===== src/rtl/mem_arbiter_pkg.sv =====
// Shared CPU constants for the memory arbiter: FSM state encoding, memory
// work-type sizes and the last-grant flag.
package mem_arbiter_pkg;

  localparam logic [1:0] ST_IDLE   = 2'b00;
  localparam logic [1:0] ST_BUSY_I = 2'b01;
  localparam logic [1:0] ST_BUSY_D = 2'b10;

  localparam logic [1:0] WT_BYTE = 2'b00;
  localparam logic [1:0] WT_HALF = 2'b01;
  localparam logic [1:0] WT_WORD = 2'b10;

  // Instruction fetches are always unsigned word reads.
  localparam logic [2:0] IFETCH_WORK_TYPE = {1'b0, WT_WORD};

  typedef enum logic {
    GNT_IFETCH = 1'b0,
    GNT_DATA   = 1'b1
  } grant_e;

endpackage


===== src/rtl/mem_arbiter.sv =====
// Two-port (ifetch / data) arbiter in front of a single memory controller.
// Issues one transaction from IDLE, then waits in BUSY_I or BUSY_D for completion.
module mem_arbiter
  import mem_arbiter_pkg::*;
#(
  parameter logic [1:0] IO_HI = 2'b11
) (
  input  logic        clk_in,
  input  logic        rst_in,
  input  logic        rdy_in,
  input  logic        rob_clear,
  input  logic        i_valid,
  input  logic [31:0] i_addr,
  output logic        i_done,
  output logic [31:0] i_data,
  input  logic        d_valid,
  input  logic        d_write,
  input  logic [31:0] d_addr,
  input  logic [31:0] d_wdata,
  input  logic [2:0]  d_type,
  output logic        d_done,
  output logic [31:0] d_rdata,
  output logic        mc_new_task,
  output logic        mc_is_write,
  output logic [31:0] mc_addr,
  output logic [31:0] mc_data_in,
  output logic [2:0]  mc_work_type,
  input  logic [31:0] mc_data_out,
  input  logic        mc_ready,
  input  logic        mc_working,
  input  logic        io_buffer_full
);

  logic [1:0] state_r;
  grant_e     last_grant_r;
  logic       busy_write_r;

  logic       issue_en_s;
  logic       io_hold_s;
  logic       i_ok_s;
  logic       d_ok_s;
  logic       gnt_i_s;
  logic       gnt_d_s;

  // Grant selection and same-cycle issue payload toward the memory controller.
  always_comb begin
    issue_en_s   = rst_in && rdy_in && (state_r == ST_IDLE);
    io_hold_s    = d_write && (d_addr[17:16] == IO_HI) && io_buffer_full;
    // A flush blocks every read; stores are architecturally committed and may go.
    i_ok_s       = issue_en_s && i_valid && !rob_clear;
    d_ok_s       = issue_en_s && d_valid && !io_hold_s && (d_write || !rob_clear);
    gnt_i_s      = 1'b0;
    gnt_d_s      = 1'b0;
    mc_new_task  = 1'b0;
    mc_is_write  = 1'b0;
    mc_addr      = 32'd0;
    mc_data_in   = 32'd0;
    mc_work_type = 3'd0;
    if (i_ok_s && d_ok_s) begin
      if (last_grant_r == GNT_IFETCH) begin
        gnt_d_s = 1'b1;
      end else begin
        gnt_i_s = 1'b1;
      end
    end else begin
      gnt_i_s = i_ok_s;
      gnt_d_s = d_ok_s;
    end
    if (gnt_i_s) begin
      mc_new_task  = 1'b1;
      mc_is_write  = 1'b0;
      mc_addr      = i_addr;
      mc_work_type = IFETCH_WORK_TYPE;
    end else if (gnt_d_s) begin
      mc_new_task  = 1'b1;
      mc_is_write  = d_write;
      mc_addr      = d_addr;
      mc_data_in   = d_wdata;
      mc_work_type = d_type;
    end else begin
      mc_new_task  = 1'b0;
    end
  end

  // FSM, last-grant flag and registered completion outputs.
  always_ff @(posedge clk_in or negedge rst_in) begin
    if (!rst_in) begin
      state_r      <= ST_IDLE;
      last_grant_r <= GNT_IFETCH;
      busy_write_r <= 1'b0;
      i_done       <= 1'b0;
      d_done       <= 1'b0;
      i_data       <= 32'd0;
      d_rdata      <= 32'd0;
    end else if (!rdy_in) begin
      // Stalled: everything holds, but a done pulse must not be seen twice.
      i_done <= 1'b0;
      d_done <= 1'b0;
    end else begin
      i_done <= 1'b0;
      d_done <= 1'b0;
      case (state_r)
        ST_IDLE: begin
          if (gnt_i_s) begin
            state_r      <= ST_BUSY_I;
            last_grant_r <= GNT_IFETCH;
          end else if (gnt_d_s) begin
            state_r      <= ST_BUSY_D;
            last_grant_r <= GNT_DATA;
            busy_write_r <= d_write;
          end
        end
        ST_BUSY_I: begin
          if (rob_clear) begin
            state_r <= ST_IDLE;
          end else if (mc_ready) begin
            i_done  <= 1'b1;
            i_data  <= mc_data_out;
            state_r <= ST_IDLE;
          end
        end
        ST_BUSY_D: begin
          if (busy_write_r) begin
            if (!mc_working) begin
              d_done  <= 1'b1;
              state_r <= ST_IDLE;
            end
          end else if (rob_clear) begin
            state_r <= ST_IDLE;
          end else if (mc_ready) begin
            d_done  <= 1'b1;
            d_rdata <= mc_data_out;
            state_r <= ST_IDLE;
          end
        end
        default: begin
          state_r <= ST_IDLE;
        end
      endcase
    end
  end

endmodule


===== config.mk =====
export PLATFORM = sky130hd
export DESIGN_NAME = mem_arbiter
export DESIGN_NICKNAME = d
export VERILOG_FILES = /design/src/rtl/mem_arbiter_pkg.sv /design/src/rtl/mem_arbiter.sv
export SDC_FILE = /design/constraint.sdc
export NUM_CORES = 1
export LEC_CHECK = 0
export BUFFER_PORTS_ARGS = -buffer_cell sky130_fd_sc_hd__buf_2
export CAP_MARGIN = 10
export CORE_AREA = 2 2 107 109
export DETAILED_ROUTE_END_ITERATION = 8
export DIE_AREA = 0 0 109 111
export PLACE_DENSITY = 0.66
export SYNTH_ARGS = -nofsm -noshare
export SYNTH_HDL_FRONTEND = slang
export SYNTH_SLANG_ARGS = --single-unit

===== constraint.sdc =====
create_clock -name clk_in -period 2.3 [get_ports clk_in]
set_clock_uncertainty 0.2 [all_clocks]
set_input_delay 0.23 -clock clk_in [delete_from_list [all_inputs] [get_ports clk_in]]
set_output_delay 0.23 -clock clk_in [all_outputs]
set_load 0.05 [all_outputs]

; ---- After elaboration in Yosys (flattened, before gate mapping)
; Index checks and enable logic that the tools add are counted.
[op_classes]
n_eq_ne = 5
mux = 31
n_bitwise = 3
reduce_logical = 20
[op_table]
columns = cell, n
row1 = two-way mux 32 bit, 4
row2 = two-way mux 1 bit, 18
row3 = two-way mux 2 bit, 6
row4 = logical AND 1 bit, 10
row5 = AND reduction 4 bit, 2
row6 = two-way mux 3 bit, 2
row7 = != test 3 bit (second input constant), 2
row8 = one-hot mux 2 bit (3 select lines), 1
row9 = AND reduction 3 bit, 2
row10 = AND reduction 5 bit, 1
row11 = == test 2 bit (second input constant), 2
row12 = NOT 1 bit, 3
row13 = == test 2 x 1 -> 1 bit (second input constant), 1
row14 = zero test 1 bit, 2
row15 = zero test 2 bit, 1
row16 = nonzero test 2 bit, 1
row17 = logical OR 1 bit, 1
[totals]
ff_bits = 70
output_inout_bits = 135

; ---- Depth between registers and ports, before layout
[logic_depth]
depth_word = 11
depth_mapped = 6
ltp_nobuf = 4

; ---- Worst setup path before layout
; OpenSTA, ideal clock, no wires.
[synth_path]
path_type = register -> output
start = reg state_r[0]
end = out mc_addr[16]
t_arrival_ns = 1.734
t_required_ns = 1.870
setup_slack_ns = 0.136
stages_incl_launch_ff = 7
n_path_buf = 2
cell_sequence = dfrtp_1 nor2_1 nand3_2 a311oi_2 buf_6 buf_6 a32o_1
[synth_via]
elab_chain_len = 9
elab_cells_between_ends = 12
classes_between = mux: 4 / reduce/logical: 8
[synth_lines]
columns = element, line
row1 = "start, declared", mem_arbiter.sv:34  ; logic [1:0] state_r;
row2 = "start signal, assigned", mem_arbiter.sv:88  ; state_r <= ST_IDLE;
row3 = "start signal, assigned", mem_arbiter.sv:105  ; state_r <= ST_BUSY_I;
row4 = "start signal, assigned", mem_arbiter.sv:108  ; state_r <= ST_BUSY_D;
row5 = zero test 2 bit (*), mem_arbiter.sv:47  ; issue_en_s = rst_in && rdy_in && (state_r == ST_IDLE);
row6 = logical AND 1 bit (*), mem_arbiter.sv:47
row7 = logical AND 1 bit (3 in series), mem_arbiter.sv:51  ; d_ok_s = issue_en_s && d_valid && !io_hold_s && (d_write || !rob_clear);
row8 = logical AND 1 bit, mem_arbiter.sv:59  ; if (i_ok_s && d_ok_s) begin
row9 = two-way mux 1 bit, mem_arbiter.sv:59
row10 = two-way mux 32 bit, mem_arbiter.sv:74  ; end else if (gnt_d_s) begin
row11 = two-way mux 32 bit (*), mem_arbiter.sv:69  ; if (gnt_i_s) begin
row12 = "end, declared", mem_arbiter.sv:25  ; output logic [31:0] mc_addr,
; Every way passes the cells marked *; elsewhere a longest branch is shown, timed or not.

; ---- Final worst setup path
[layout_path]
start = reg state_r[0]
end = out mc_addr[7]
; The elaborated chain is that of the path after synthesis.

==> metrics.yaml <==
crit_path_end_kind: "output pin"
crit_path_end: "mc_addr[7]"
grt_max_degree: 71
grt_pass1_vias: 3708
synth_top_family_by_area: "multiplexers"
netlist_instances: 251
synthMuxAreaShare: 0.221
h-tree-depth: 3
grt_antenna_before_repair: 2
report.power.total_mw: 6.59
wl_per_cell_microns: 18.8
ys_top_cells_by_area: "dfrtp_1, mux2_2, a32o_1"
cts.sinks: 70
fin_ws_ps: -73.7
path_max_fanout: 7
final_area_sq_um: 6480
top_layer: "met5"
worst_pin_slew_ps: 879
die-width_microns: 109
hold_class: "input pin to async pin"
m1WireLength_mm: 4.76
grt_overflow: 0
nets: 715
wl_mm: 13.6
regToRegEndpoint: "busy_write_r"
drt_iter0_markers: 259
finalHoldViolCount: 36
synth_cell_types: 26
die_height_microns: 111
synth_top_area_cell: "dfrtp_1"
min_period_over_period: 1.03
p_per_area_nw_per_um2: 1020
syn_area_sq_um: 3320
post_dp_cell_area_sq_um: 5130
ys_seq_area_frac: 0.528
vias: 3466
cts_buffer_depth: 2
cp_cell_sequence: "nor2_1, nand3_2, a311oi_4, buf_6, clkbuf_16, a32o_2, buf_12"
critPathBufInv: 3
reg2reg_depth: 7
fp.coreArea_sq_um: 11100
crit_slowest_cell: "dfrtp_1"
synth_nets: 392
diodes: 0
via_per_inst: 4.81
start_util: 0.299
syn2layout_area_growth_pct: 95.5
layout.cells.most_common: "buf_2"
die_area_sq_um: 12100
grt_util_all_layers: 0.213
power.leakage_nw: 3.51
dpl_worst_slack_ps: 112
fin_crit_ps: 2370
yosys_warnings: 0
drv_cap: 0
fmax_mhz: 421
synth-compound-area-share: 0.123
grt_pass1_wl_mm: 19.4
layout-drive-gt1-share: 0.753
slew_headroom: 0.414
fin_tns_setup_ps: -1120
layout_common_cells: "buf_2, dfrtp_1, mux2_2"
cts-root-buf: "clkbuf_16"
critical_path_depth: 7
rr_startpoint: "state_r[0]"
numPortBuffers: 275
cts.clk_slew.worst_paths_ps: 60
num_rows: 39
drc_errors: 0
status: "finished with violations"
setup_viol: 49
syn_avg_cell_area_sq_um: 13.2
violations: "hold timing, setup timing"
cp_top_family: "buffers and inverters"
clk_latency_ps: 320
worstSetupPathType: "register to output pin"
dr_wl_met2_mm: 7.24
dp_hpwl_mm: 9.86
slew_violations: 0
synthAdderAreaFrac: 0
synth-xor-area-share: 0
ir_drop_v: 0.000763
rsz0062_at_grt: "yes"
route.met3.wl_microns: 908
synthSimpleGateAreaFrac: 0.0913
gp_congestion: 0.918
synthDominantCellAreaShare: 0.528
numCtsBuffers: 9
drt_first_pass_iters: 4
whs_ps: -27.4
pin_count: 276
start_kind: "register"
required_ps: 1870
cts_tree: "done"
ant_nets: 0
cp_slowest_stage_delay_ps: 380
critical_path_arrival_ps: 1940
crit_start: "state_r[0]"
reg2reg_setup_slack_ps: 280
synth.ff_latch_count: 70
[cell usage after synthesis]
cell type / count
mux2_1: 1
and2b_1: 1
a21oi_1: 1
nand3_2: 1
o211ai_2: 1
o31ai_1: 3
a22o_1: 2
mux2_2: 64
inv_2: 1
a221o_1: 1
a311oi_2: 1
inv_1: 2
a32o_1: 32
nand2_1: 3
buf_6: 2
buf_2: 12
nor2_2: 1
nor2_1: 4
nand4_1: 3
o21ai_0: 1
clkbuf_1: 6
and2_1: 35
nand4b_1: 1
dfrtp_1: 70
or2_1: 1
clkbuf_2: 1
[registers in the layout, summed over array words and instances, names as in the netlist]
signal        flops
busy_write_r      1
d_done            1
d_rdata          32
i_data           32
i_done            1
last_grant_r      1
state_r           2
[timing repair]
action / CTS / global route
hold buffers: 34 / 0
resized for setup: 120 / 64
pin swaps: 4 / 10
setup endpoints to repair: 68 / 68
endpoints found under the hold margin: 66 / 0
buffers inserted: 4 / 3
cloned: 2 / 4
[stage by stage]
step	hold WS (ps)	std cells	utilization
2_1_floorplan	-266	251	-
3_3_place_gp	274	659	0.464
3_5_place_dp	283	659	0.464
4_1_cts	28.0	714	0.559
5_1_grt	57.8	721	0.585
6_report	-27.4	721	0.585
[worst min path at each step]
stage	from	endpoint	slack [ps]
2_1_floorplan	rst_in	busy_write_r	-270
3_3_place_gp	mc_data_out[8]	i_data[8]	270
3_5_place_dp	mc_data_out[23]	d_rdata[23]	280
4_1_cts	rst_in	i_data[2]	30
5_1_grt	rdy_in	d_done	60
6_report	rst_in	i_data[0]	-30
[logic make-up after synthesis]
group / after synthesis
compound gates: 42
buf+inv: 24
flops: 70
mux: 65
simple gates: 50
[routing by layer]
layer	track usage	vias to the layer above
met5	0	-
met1	0.222	1658
li1	-	1587
met2	0.379	179
met4	0.120	4
met3	0.0564	38
[cell type report]
class                      count  area, sq um
inverter                       3         11.3
tap                          143          179
clock inverter                 3         43.8
timing repair buffer         333         2680
sequential                    70         1750
clock buffer                  12          256
fill                         873         4600
multi-input combinational    157         1560
[where the power goes]
group | leakage (nW) | switching (mW) | internal (mW)
Sequential | 0.915 | 0.222 | 1.67
Clock | 0.149 | 0.481 | 0.892
Combinational | 2.45 | 2.31 | 1.01
Total | 3.51 | 3.01 | 3.58
No activity file was read; power rests on OpenSTA's default activity.
